`src/rtl/pcm_pwm_modulator.sv`:
```
// PCM-to-PWM audio modulator: valid/ready sample input, small FIFO, PWM pin and amp enable.
// Define PCM_PWM_SIGNED_EN to accept two's-complement samples (converted to offset-binary on write).
module pcm_pwm_modulator #(
    parameter int SAMPLE_W   = 8,
    parameter int REPEAT     = 8,
    parameter int FIFO_DEPTH = 4
) (
    input  logic                clk_i,
    input  logic                rst_i,
    input  logic                en_i,
    input  logic [SAMPLE_W-1:0] s_data_i,
    input  logic                s_valid_i,
    output logic                s_ready_o,
    output logic                aud_pwm_o,
    output logic                aud_sd_o,
    output logic                sample_tick_o,
    output logic                underrun_o
);

    localparam int PTR_W = $clog2(FIFO_DEPTH);
    localparam int CNT_W = PTR_W + 1;
    localparam int REP_W = (REPEAT > 1) ? $clog2(REPEAT) : 1;

    localparam logic [SAMPLE_W-1:0] CNT_MAX  = '1;
    localparam logic [SAMPLE_W-1:0] MID_DUTY = {1'b1, {(SAMPLE_W-1){1'b0}}};
    localparam logic [REP_W-1:0]    REP_LAST = REP_W'(REPEAT - 1);
    localparam logic [CNT_W-1:0]    FIFO_CAP = CNT_W'(FIFO_DEPTH);

    typedef enum logic [1:0] {
        IDLE  = 2'd0,
        PRIME = 2'd1,
        RUN   = 2'd2
    } state_e;

    state_e               state_q, state_d;
    logic [SAMPLE_W-1:0]  cnt_q, cnt_d;
    logic [REP_W-1:0]     rep_q, rep_d;
    logic [SAMPLE_W-1:0]  duty_q, duty_d;
    logic                 pwm_q, pwm_d;
    logic                 tick_q, tick_d;
    logic                 underrun_q, underrun_d;

    logic [SAMPLE_W-1:0]  fifo_mem_q [FIFO_DEPTH];
    logic [PTR_W-1:0]     wr_ptr_q, wr_ptr_d;
    logic [PTR_W-1:0]     rd_ptr_q, rd_ptr_d;
    logic [CNT_W-1:0]     fifo_cnt_q, fifo_cnt_d;
    logic                 full_q, full_d;

    logic                 s_ready;
    logic                 push;
    logic                 pop;
    logic                 flush;
    logic                 fifo_empty;
    logic                 boundary;
    logic [SAMPLE_W-1:0]  wr_data;
    logic [SAMPLE_W-1:0]  rd_data;

`ifdef PCM_PWM_SIGNED_EN
    assign wr_data = {~s_data_i[SAMPLE_W-1], s_data_i[SAMPLE_W-2:0]};
`else
    assign wr_data = s_data_i;
`endif

    // Samples are refused in IDLE because IDLE flushes the FIFO every cycle.
    assign s_ready    = en_i & ~full_q & (state_q != IDLE) & ~rst_i;
    assign push       = s_valid_i & s_ready;
    assign fifo_empty = (fifo_cnt_q == '0);
    assign rd_data    = fifo_mem_q[rd_ptr_q];
    assign boundary   = (cnt_q == CNT_MAX) && (rep_q == REP_LAST);

    always_comb begin
        state_d    = state_q;
        cnt_d      = cnt_q;
        rep_d      = rep_q;
        duty_d     = duty_q;
        tick_d     = 1'b0;
        underrun_d = underrun_q;
        pop        = 1'b0;
        flush      = 1'b0;

        case (state_q)
            IDLE: begin
                cnt_d      = '0;
                rep_d      = '0;
                underrun_d = 1'b0;
                flush      = 1'b1;
                if (en_i) begin
                    state_d = PRIME;
                end
            end

            PRIME: begin
                cnt_d = '0;
                rep_d = '0;
                if (!en_i) begin
                    state_d = IDLE;
                end else if (!fifo_empty) begin
                    pop     = 1'b1;
                    duty_d  = rd_data;
                    tick_d  = 1'b1;
                    state_d = RUN;
                end
            end

            RUN: begin
                cnt_d = cnt_q + SAMPLE_W'(1);
                if (cnt_q == CNT_MAX) begin
                    rep_d = (rep_q == REP_LAST) ? '0 : rep_q + REP_W'(1);
                end
                // Disable only takes effect here so the last period is never truncated.
                if (boundary) begin
                    if (!en_i) begin
                        state_d = IDLE;
                    end else if (!fifo_empty) begin
                        pop    = 1'b1;
                        duty_d = rd_data;
                        tick_d = 1'b1;
                    end else begin
                        duty_d     = MID_DUTY;
                        underrun_d = 1'b1;
                    end
                end
            end

            default: begin
                state_d = IDLE;
            end
        endcase
    end

    assign pwm_d = (state_q == RUN) && (cnt_q < duty_q);

    always_comb begin
        wr_ptr_d   = wr_ptr_q;
        rd_ptr_d   = rd_ptr_q;
        fifo_cnt_d = fifo_cnt_q;

        if (flush) begin
            wr_ptr_d   = '0;
            rd_ptr_d   = '0;
            fifo_cnt_d = '0;
        end else begin
            if (push) begin
                wr_ptr_d = wr_ptr_q + PTR_W'(1);
            end
            if (pop) begin
                rd_ptr_d = rd_ptr_q + PTR_W'(1);
            end
            case ({push, pop})
                2'b10:   fifo_cnt_d = fifo_cnt_q + CNT_W'(1);
                2'b01:   fifo_cnt_d = fifo_cnt_q - CNT_W'(1);
                default: fifo_cnt_d = fifo_cnt_q;
            endcase
        end
    end

    assign full_d = (fifo_cnt_d == FIFO_CAP);

    always_ff @(posedge clk_i) begin
        if (rst_i) begin
            state_q    <= IDLE;
            cnt_q      <= '0;
            rep_q      <= '0;
            duty_q     <= '0;
            pwm_q      <= 1'b0;
            tick_q     <= 1'b0;
            underrun_q <= 1'b0;
            wr_ptr_q   <= '0;
            rd_ptr_q   <= '0;
            fifo_cnt_q <= '0;
            full_q     <= 1'b0;
        end else begin
            state_q    <= state_d;
            cnt_q      <= cnt_d;
            rep_q      <= rep_d;
            duty_q     <= duty_d;
            pwm_q      <= pwm_d;
            tick_q     <= tick_d;
            underrun_q <= underrun_d;
            wr_ptr_q   <= wr_ptr_d;
            rd_ptr_q   <= rd_ptr_d;
            fifo_cnt_q <= fifo_cnt_d;
            full_q     <= full_d;
        end
    end

    always_ff @(posedge clk_i) begin
        if (push) begin
            fifo_mem_q[wr_ptr_q] <= wr_data;
        end
    end

    assign s_ready_o     = s_ready;
    assign aud_pwm_o     = pwm_q;
    assign aud_sd_o      = (state_q != IDLE);
    assign sample_tick_o = tick_q;
    assign underrun_o    = underrun_q;

endmodule

```
`config.mk`:
```
export PLATFORM = sky130hd
export DESIGN_NAME = pcm_pwm_modulator
export DESIGN_NICKNAME = d
export VERILOG_FILES = /design/src/rtl/pcm_pwm_modulator.sv
export SDC_FILE = /design/constraint.sdc
export NUM_CORES = 1
export LEC_CHECK = 0
export CORE_ASPECT_RATIO = 1.25
export CORE_MARGIN = 2
export CORE_UTILIZATION = 55
export CTS_BUF_LIST = sky130_fd_sc_hd__clkbuf_4 sky130_fd_sc_hd__clkbuf_8 sky130_fd_sc_hd__clkbuf_16
export DETAILED_ROUTE_END_ITERATION = 6
export GPL_TIMING_DRIVEN = 1
export PLACE_DENSITY = 0.73
export SKIP_CTS_REPAIR_TIMING = 1
export SLEW_MARGIN = 20
export SYNTH_ARGS = -nofsm -noshare
export SYNTH_HDL_FRONTEND = slang
export SYNTH_SLANG_ARGS = --single-unit
```
`constraint.sdc`:
```
create_clock -name clk_i -period 3.18 [get_ports clk_i]
set_input_delay 0.636 -clock clk_i [delete_from_list [all_inputs] [get_ports clk_i]]
set_output_delay 0.636 -clock clk_i [all_outputs]
set_load 0.03 [all_outputs]
```
==> results of run 1 <==
==> metrics by stage <==
step / power (mW) / hold slack, ns / std cells / util
floorplan: 1.02 / 0.450 / 253 / -
global placement: 1.06 / 0.462 / 326 / 0.605
detailed placement: 1.06 / 0.469 / 326 / 0.605
CTS: 1.80 / 0.482 / 342 / 0.643
global route: 1.85 / 0.504 / 342 / 0.643
finish: 1.78 / 0.477 / 342 / 0.643
==> cell usage in the layout, fill, tap and decap left out, types with 2 or more instances in the layout <==
| cell type | synthesis | routed |
|---|---|---|
| o22ai_1 | 2 | 2 |
| nor2_1 | 18 | 18 |
| ha_1 | 19 | 19 |
| buf_4 | 2 | 3 |
| o2111ai_1 | 2 | 2 |
| nand4_1 | 4 | 4 |
| a211oi_1 | 2 | 2 |
| xor2_1 | 4 | 4 |
| inv_1 | 14 | 14 |
| edfxtp_1 | 32 | 32 |
| nand2_1 | 19 | 19 |
| inv_6 | 0 | 3 |
| nor3b_1 | 2 | 2 |
| nand2b_1 | 12 | 12 |
| nor3_1 | 2 | 2 |
| or3_1 | 5 | 5 |
| dfxtp_1 | 34 | 34 |
| nor2b_1 | 2 | 2 |
| xnor2_1 | 4 | 4 |
| o21ai_0 | 6 | 6 |
| a31oi_1 | 2 | 2 |
| and3_1 | 4 | 4 |
| clkdlybuf4s50_1 | 0 | 15 |
| clkbuf_8 | 0 | 9 |
| a21oi_1 | 13 | 13 |
| mux4_2 | 8 | 8 |
| mux2i_1 | 13 | 13 |
==> sequential cells by signal, summed over array words and instances (netlist names), named ones only <==
signal,count
wr_ptr_q,2
full_q,1
fifo_mem_q,32
state_q,2
rep_q,3
underrun_o,1
sample_tick_o,1
rd_ptr_q,2
aud_pwm_o,1
duty_q,8
cnt_q,8
fifo_cnt_q,3
==> critical path, cell delays in order (launching register included) <==
cell and delay (ns):
dfxtp_1 0.41, inv_1 0.10, ha_1 0.33, nor4b_4 0.37
and2_2 0.22, inv_1 0.06, ha_1 0.23, fa_1 0.40
xnor2_1 0.17, nor2_1 0.07, xnor2_1 0.14, nor4_1 0.20
==> worst max-delay path by stage <==
stage	depth (start not counted)	slack, ns	startpoint	end
after floorplan	12	0.32	state_q[0]$_SDFFE_PP0P_	full_q$_SDFF_PP0_
after global placement	10	0.20	en_i	full_q$_SDFF_PP0_
after detailed placement	9	0.17	en_i	full_q$_SDFF_PP0_
after CTS	11	0.40	state_q[0]$_SDFFE_PP0P_	full_q$_SDFF_PP0_
after global routing	11	0.23	state_q[0]$_SDFFE_PP0P_	full_q$_SDFF_PP0_
final	11	0.40	state_q[1]$_SDFFE_PP0P_	full_q$_SDFF_PP0_
==> layer usage <==
metal / track usage / part of all wire / wire length (um)
met1: 0.219 / 0.45 / 2260
met2: 0.307 / 0.50 / 2490
met3: 0.0370 / 0.023 / 114
met4: 0.0978 / 0.025 / 124
met5: 0 / 0 / 0
==> layout make-up <==
type	count	area, um^2
fillers	451	1930
inverters	14	52.6
clock buffers	9	124
clock inverters	7	83.8
multi-input cells	164	1320
repair buffers	18	173
flip-flops and latches	66	1640
well taps	64	80.1
==> kinds of logic after synthesis <==
kind of cell               after synthesis  synth area share
xor gates and xnor gates                 8            0.0229
buffers and inverters                   23            0.0319
adders and majority gates               20            0.0842
AOI/OAI and AO/OA                       35            0.0752
DFF                                     66             0.536
muxes                                   21             0.101
and+or+nand+nor                         80             0.148
==> power by group through the flow <==
| stage | registers [mW] | logic [mW] | clock network, mW |
|---|---|---|---|
| after CTS | 0.911 | 0.135 | 0.752 |
| final | 0.911 | 0.135 | 0.736 |
| after detailed placement | 0.930 | 0.134 | 0 |
| after global placement | 0.930 | 0.133 | 0 |
| after floorplan | 0.929 | 0.0927 | 0 |
| after global routing | 0.913 | 0.151 | 0.788 |
==> metrics.yaml, run 1 <==
outcome: "finished, final reports clean"
cts_max_level: 3
track_usage: 0.182
antenna_found_initial: 0
io-pin-count: 17
syn_avg_cell_area_um2: 12.1
final-max-slew-violation-count: 0
cts_buffers: 9
ys_top_cells_by_area: "edfxtp_1 (31%), dfxtp_1 (22%), ha_1 (7.8%)"
cts_tree: "built"
clock_latency_ns: 0.34
setup-violations-final: 0
initial_core_util: 0.566
die_h_um: 87.4
place_area_mm2: 0.00327
hp-class: "register to register"
p_sw_mw: 0.441
wl_per_cell_um: 14.6
post-route-period-util: 0.874
final_nets: 305
drv_cap: 0
grt_pass1_vias: 1833
syn_area_mm2: 0.00306
cts-root-buf: "clkbuf_8"
timing.rr.start: "state_q[1]$_SDFFE_PP0P_"
yosysMostFrequentCell: "dfxtp_1"
drc_errors: 0
finalClockSkew_ns: 0.00662
endpoint_kind: "register"
internal_power_mw: 1.34
cts_sinks: 66
cp-start-kind: "register"
whs_path_depth: 2
die_area_mm2: 0.00618
r2r_cells: 11
synthesis.nets: 285
synth_common_cells: "dfxtp_1 (34), edfxtp_1 (32), ha_1 (19), nand2_1 (19), nor2_1 (18)"
clk_pin_slew_ns: 0.08
synth_top_area_frac: 0.314
setup_ws_ns: 0.401
viasPerCell: 5.45
ir_worst_vdd_uv: 357
synth_top_cell_by_area: "edfxtp_1"
p_leak_nw: 1.28
synth_edf_count: 32
n_antenna_cell: 0
timing.fmax_mhz: 360
criticalPathCategory: "register to register"
reg2reg_to: "full_q$_SDFF_PP0_"
p_comb_frac: 0.076
worstPathArrival_ns: 3.04
swShare: 0.248
overflow: 0
drive_gt1_frac: 0.126
rows: 30
port-buffer-count: 16
worst_slew_pin_slew_ns: 0.544
grt_max_degree: 26
cp_max_fo: 10
yosysWarnings: 0
synthCells: 253
hold_start: "duty_q[3]$_SDFFE_PP0P_"
drt_iter0_drc: 71
required_ns: 3.44
synth-seq-cells: 66
maxSlewHeadroom: 0.637
antenna_left: 0
clock_power_share: 0.413
clock_path_buffers: 2
grt_pass1_wl_mm: 8.56
power_density_mw_per_mm2: 512
synthArstFlopShare: 0
synth_cell_types: 49
gp_congestion: 0.770
final_area_mm2: 0.00348
place_ws_ns: 0.169
wirelength_mm: 4.98
rsz0062_at_grt: "no"
dr.pass1.iters: 4
min_to: "duty_q[3]$_SDFFE_PP0P_"
hpwl_mm: 3.45
dr_total_vias: 1863
ys.flop_type: "dfxtp_1"
areaGrowthSynthToFinish_pct: 13.6
yosysSeqAreaShare: 0.536
coreArea_mm2: 0.00541
setup_tns_ns: 0
seqPwrFrac: 0.511
rrSetupSlack_ns: 0.40
hold_violations: 0
min_period_ns: 2.78
die_x_um: 70.7
No activity file was read; power rests on OpenSTA's default activity.
==> run 2, diff against run 1 <==
Settings changed: MAX_ROUTING_LAYER from default to met4.
==> run 2 against run 1 <==
  * Power hardly changed
  * Final area stayed put
  * Critical endpoint unchanged
  * Critical path depth stayed put
  * Global-route usage is 0.52 points higher
  * Register-to-register slack hardly changed
  * Final cell count stayed put
  * Maximum frequency is 0.33% higher
==> metrics.yaml, run 2 (synthesis gave the netlist of run 1 again) <==
hpwl_mm: 3.45  # unchanged
final_common_cell: "dfxtp_1"  # unchanged
clock_latency_ns: 0.34  # about the same
grt_pass1_wl_mm: 8.56  # unchanged
dr_total_vias: 1860  # was 1863
cts_sinks: 66  # unchanged
final_area_mm2: 0.00348  # unchanged
largest_register_ffs: 32  # unchanged
fill_cells: 451  # unchanged
final_cell_mix: "dfxtp_1 (34), edfxtp_1 (32), nand2_1 (19), ha_1 (19), nor2_1 (18)"  # unchanged
cts_tree: "built"  # unchanged
track_usage: 0.187  # was 0.182
reg_top3: "fifo_mem_q x32, cnt_q x8, duty_q x8"  # unchanged
criticalPathCategory: "register to register"  # unchanged
power_density_mw_per_mm2: 513  # was 512 mW/mm^2
whs_path_depth: 2  # unchanged
cts_buffers: 9  # unchanged
largest-register: "fifo_mem_q"  # unchanged
drive_gt1_frac: 0.126  # unchanged
setup-violations-final: 0  # unchanged
clock_path_buffers: 2  # unchanged
initial_core_util: 0.566  # unchanged
maxSlewHeadroom: 0.636  # was 0.637
io-pin-count: 17  # unchanged
areaGrowthSynthToFinish_pct: 13.6  # unchanged
port-buffer-count: 16  # unchanged
dr.pass1.iters: 4  # unchanged
cp-start-kind: "register"  # unchanged
r2r_cells: 11  # unchanged
rrSetupSlack_ns: 0.41  # was 0.40 ns
min_to: "duty_q[3]$_SDFFE_PP0P_"  # unchanged
required_ns: 3.44  # about the same
rows: 30  # unchanged
crit_start: "state_q[1]$_SDFFE_PP0P_"  # unchanged
viasPerCell: 5.44  # was 5.45
hold_violations: 0  # unchanged
wirelength_mm: 4.98  # about the same
layout.cells.non_filler: 342  # unchanged
place_area_mm2: 0.00327  # unchanged
drc_errors: 0  # unchanged
reg2reg_to: "full_q$_SDFF_PP0_"  # unchanged
worst_slew_pin_slew_ns: 0.545  # was 0.544 ns
die_area_mm2: 0.00618  # unchanged
p_leak_nw: 1.28  # unchanged
final_nets: 305  # unchanged
final_util: 0.643  # unchanged
post-route-period-util: 0.871  # was 0.874
antenna_found_initial: 0  # unchanged
grt_max_degree: 26  # unchanged
wl_per_cell_um: 14.6  # about the same
overflow: 0  # unchanged
outcome: "finished, final reports clean"  # unchanged
setup_tns_ns: 0  # unchanged
cp_max_fo: 10  # unchanged
coreArea_mm2: 0.00541  # unchanged
die_x_um: 70.7  # unchanged
timing.rr.start: "state_q[1]$_SDFFE_PP0P_"  # unchanged
drv_cap: 0  # unchanged
gp_congestion: 0.780  # was 0.770
worstPathArrival_ns: 3.03  # was 3.04 ns
rsz0062_at_grt: "no"  # unchanged
antenna_left: 0  # unchanged
setup_ws_ns: 0.410  # was 0.401 ns
min_period_ns: 2.77  # was 2.78 ns
die_h_um: 87.4  # unchanged
hold_start: "duty_q[3]$_SDFFE_PP0P_"  # unchanged
final-max-slew-violation-count: 0  # unchanged
whs_ns: 0.477  # about the same
grt_pass1_vias: 1835  # was 1833
place_ws_ns: 0.169  # unchanged
finalClockSkew_ns: 0.00667  # was 0.00662 ns
cts_max_level: 3  # unchanged
clk_pin_slew_ns: 0.08  # about the same
power_mw: 1.78  # about the same
place_inst: 326  # unchanged
hp-class: "register to register"  # unchanged
timing.fmax_mhz: 361  # was 360 MHz
cts-root-buf: "clkbuf_8"  # unchanged
drt_iter0_drc: 75  # was 71
ir_worst_vdd_uv: 357  # about the same
endpoint_kind: "register"  # unchanged
n_antenna_cell: 0  # unchanged
==> run 2: cell counts in the layout (fill, tap and decap cells not counted) <==
No cell type changed its count.
==> run 2: area by class of cell <==
type | count | area [um^2] | area share
sequential | 66 | 1640 | 0.472
timing repair buffer | 18 | 173 | 0.0497
clock buffer | 9 | 124 | 0.0356
tap | 64 | 80.1 | 0.0230
multi-input combinational | 164 | 1320 | 0.380
inverter | 14 | 52.6 | 0.0151
clock inverter | 7 | 83.8 | 0.0241
==> run 2: worst max path at each step <==
stage / end / slack, ns / cells past startpoint
2_1_floorplan: full_q$_SDFF_PP0_ / 0.32 / 12
3_3_place_gp: full_q$_SDFF_PP0_ / 0.20 / 10
3_5_place_dp: full_q$_SDFF_PP0_ / 0.17 / 9
4_1_cts: full_q$_SDFF_PP0_ / 0.40 / 11
5_1_grt: full_q$_SDFF_PP0_ / 0.24 / 11
6_report: full_q$_SDFF_PP0_ / 0.41 / 11
==> run 2: metal layers <==
metal / share of wire / GRT usage / up-vias
met3: 0.022 / 0.0359 / 11
met1: 0.45 / 0.217 / 876
met5: 0 / - / -
li1: - / - / 955
met2: 0.50 / 0.308 / 18
met4: 0.025 / 0.0978 / 0
==> run 2: report_power, final <==
part,switching [mW],internal [mW]
sequential,0.00811,0.903
combinational,0.0736,0.0606
clock,0.360,0.377
==> run 2: worst max-delay path, cell delays in order, from the launching register on <==
cell and delay, ns:
dfxtp_1 0.41, inv_1 0.10, ha_1 0.33, nor4b_4 0.37
and2_2 0.22, inv_1 0.06, ha_1 0.23, fa_1 0.40
xnor2_1 0.17, nor2_1 0.07, xnor2_1 0.14, nor4_1 0.20
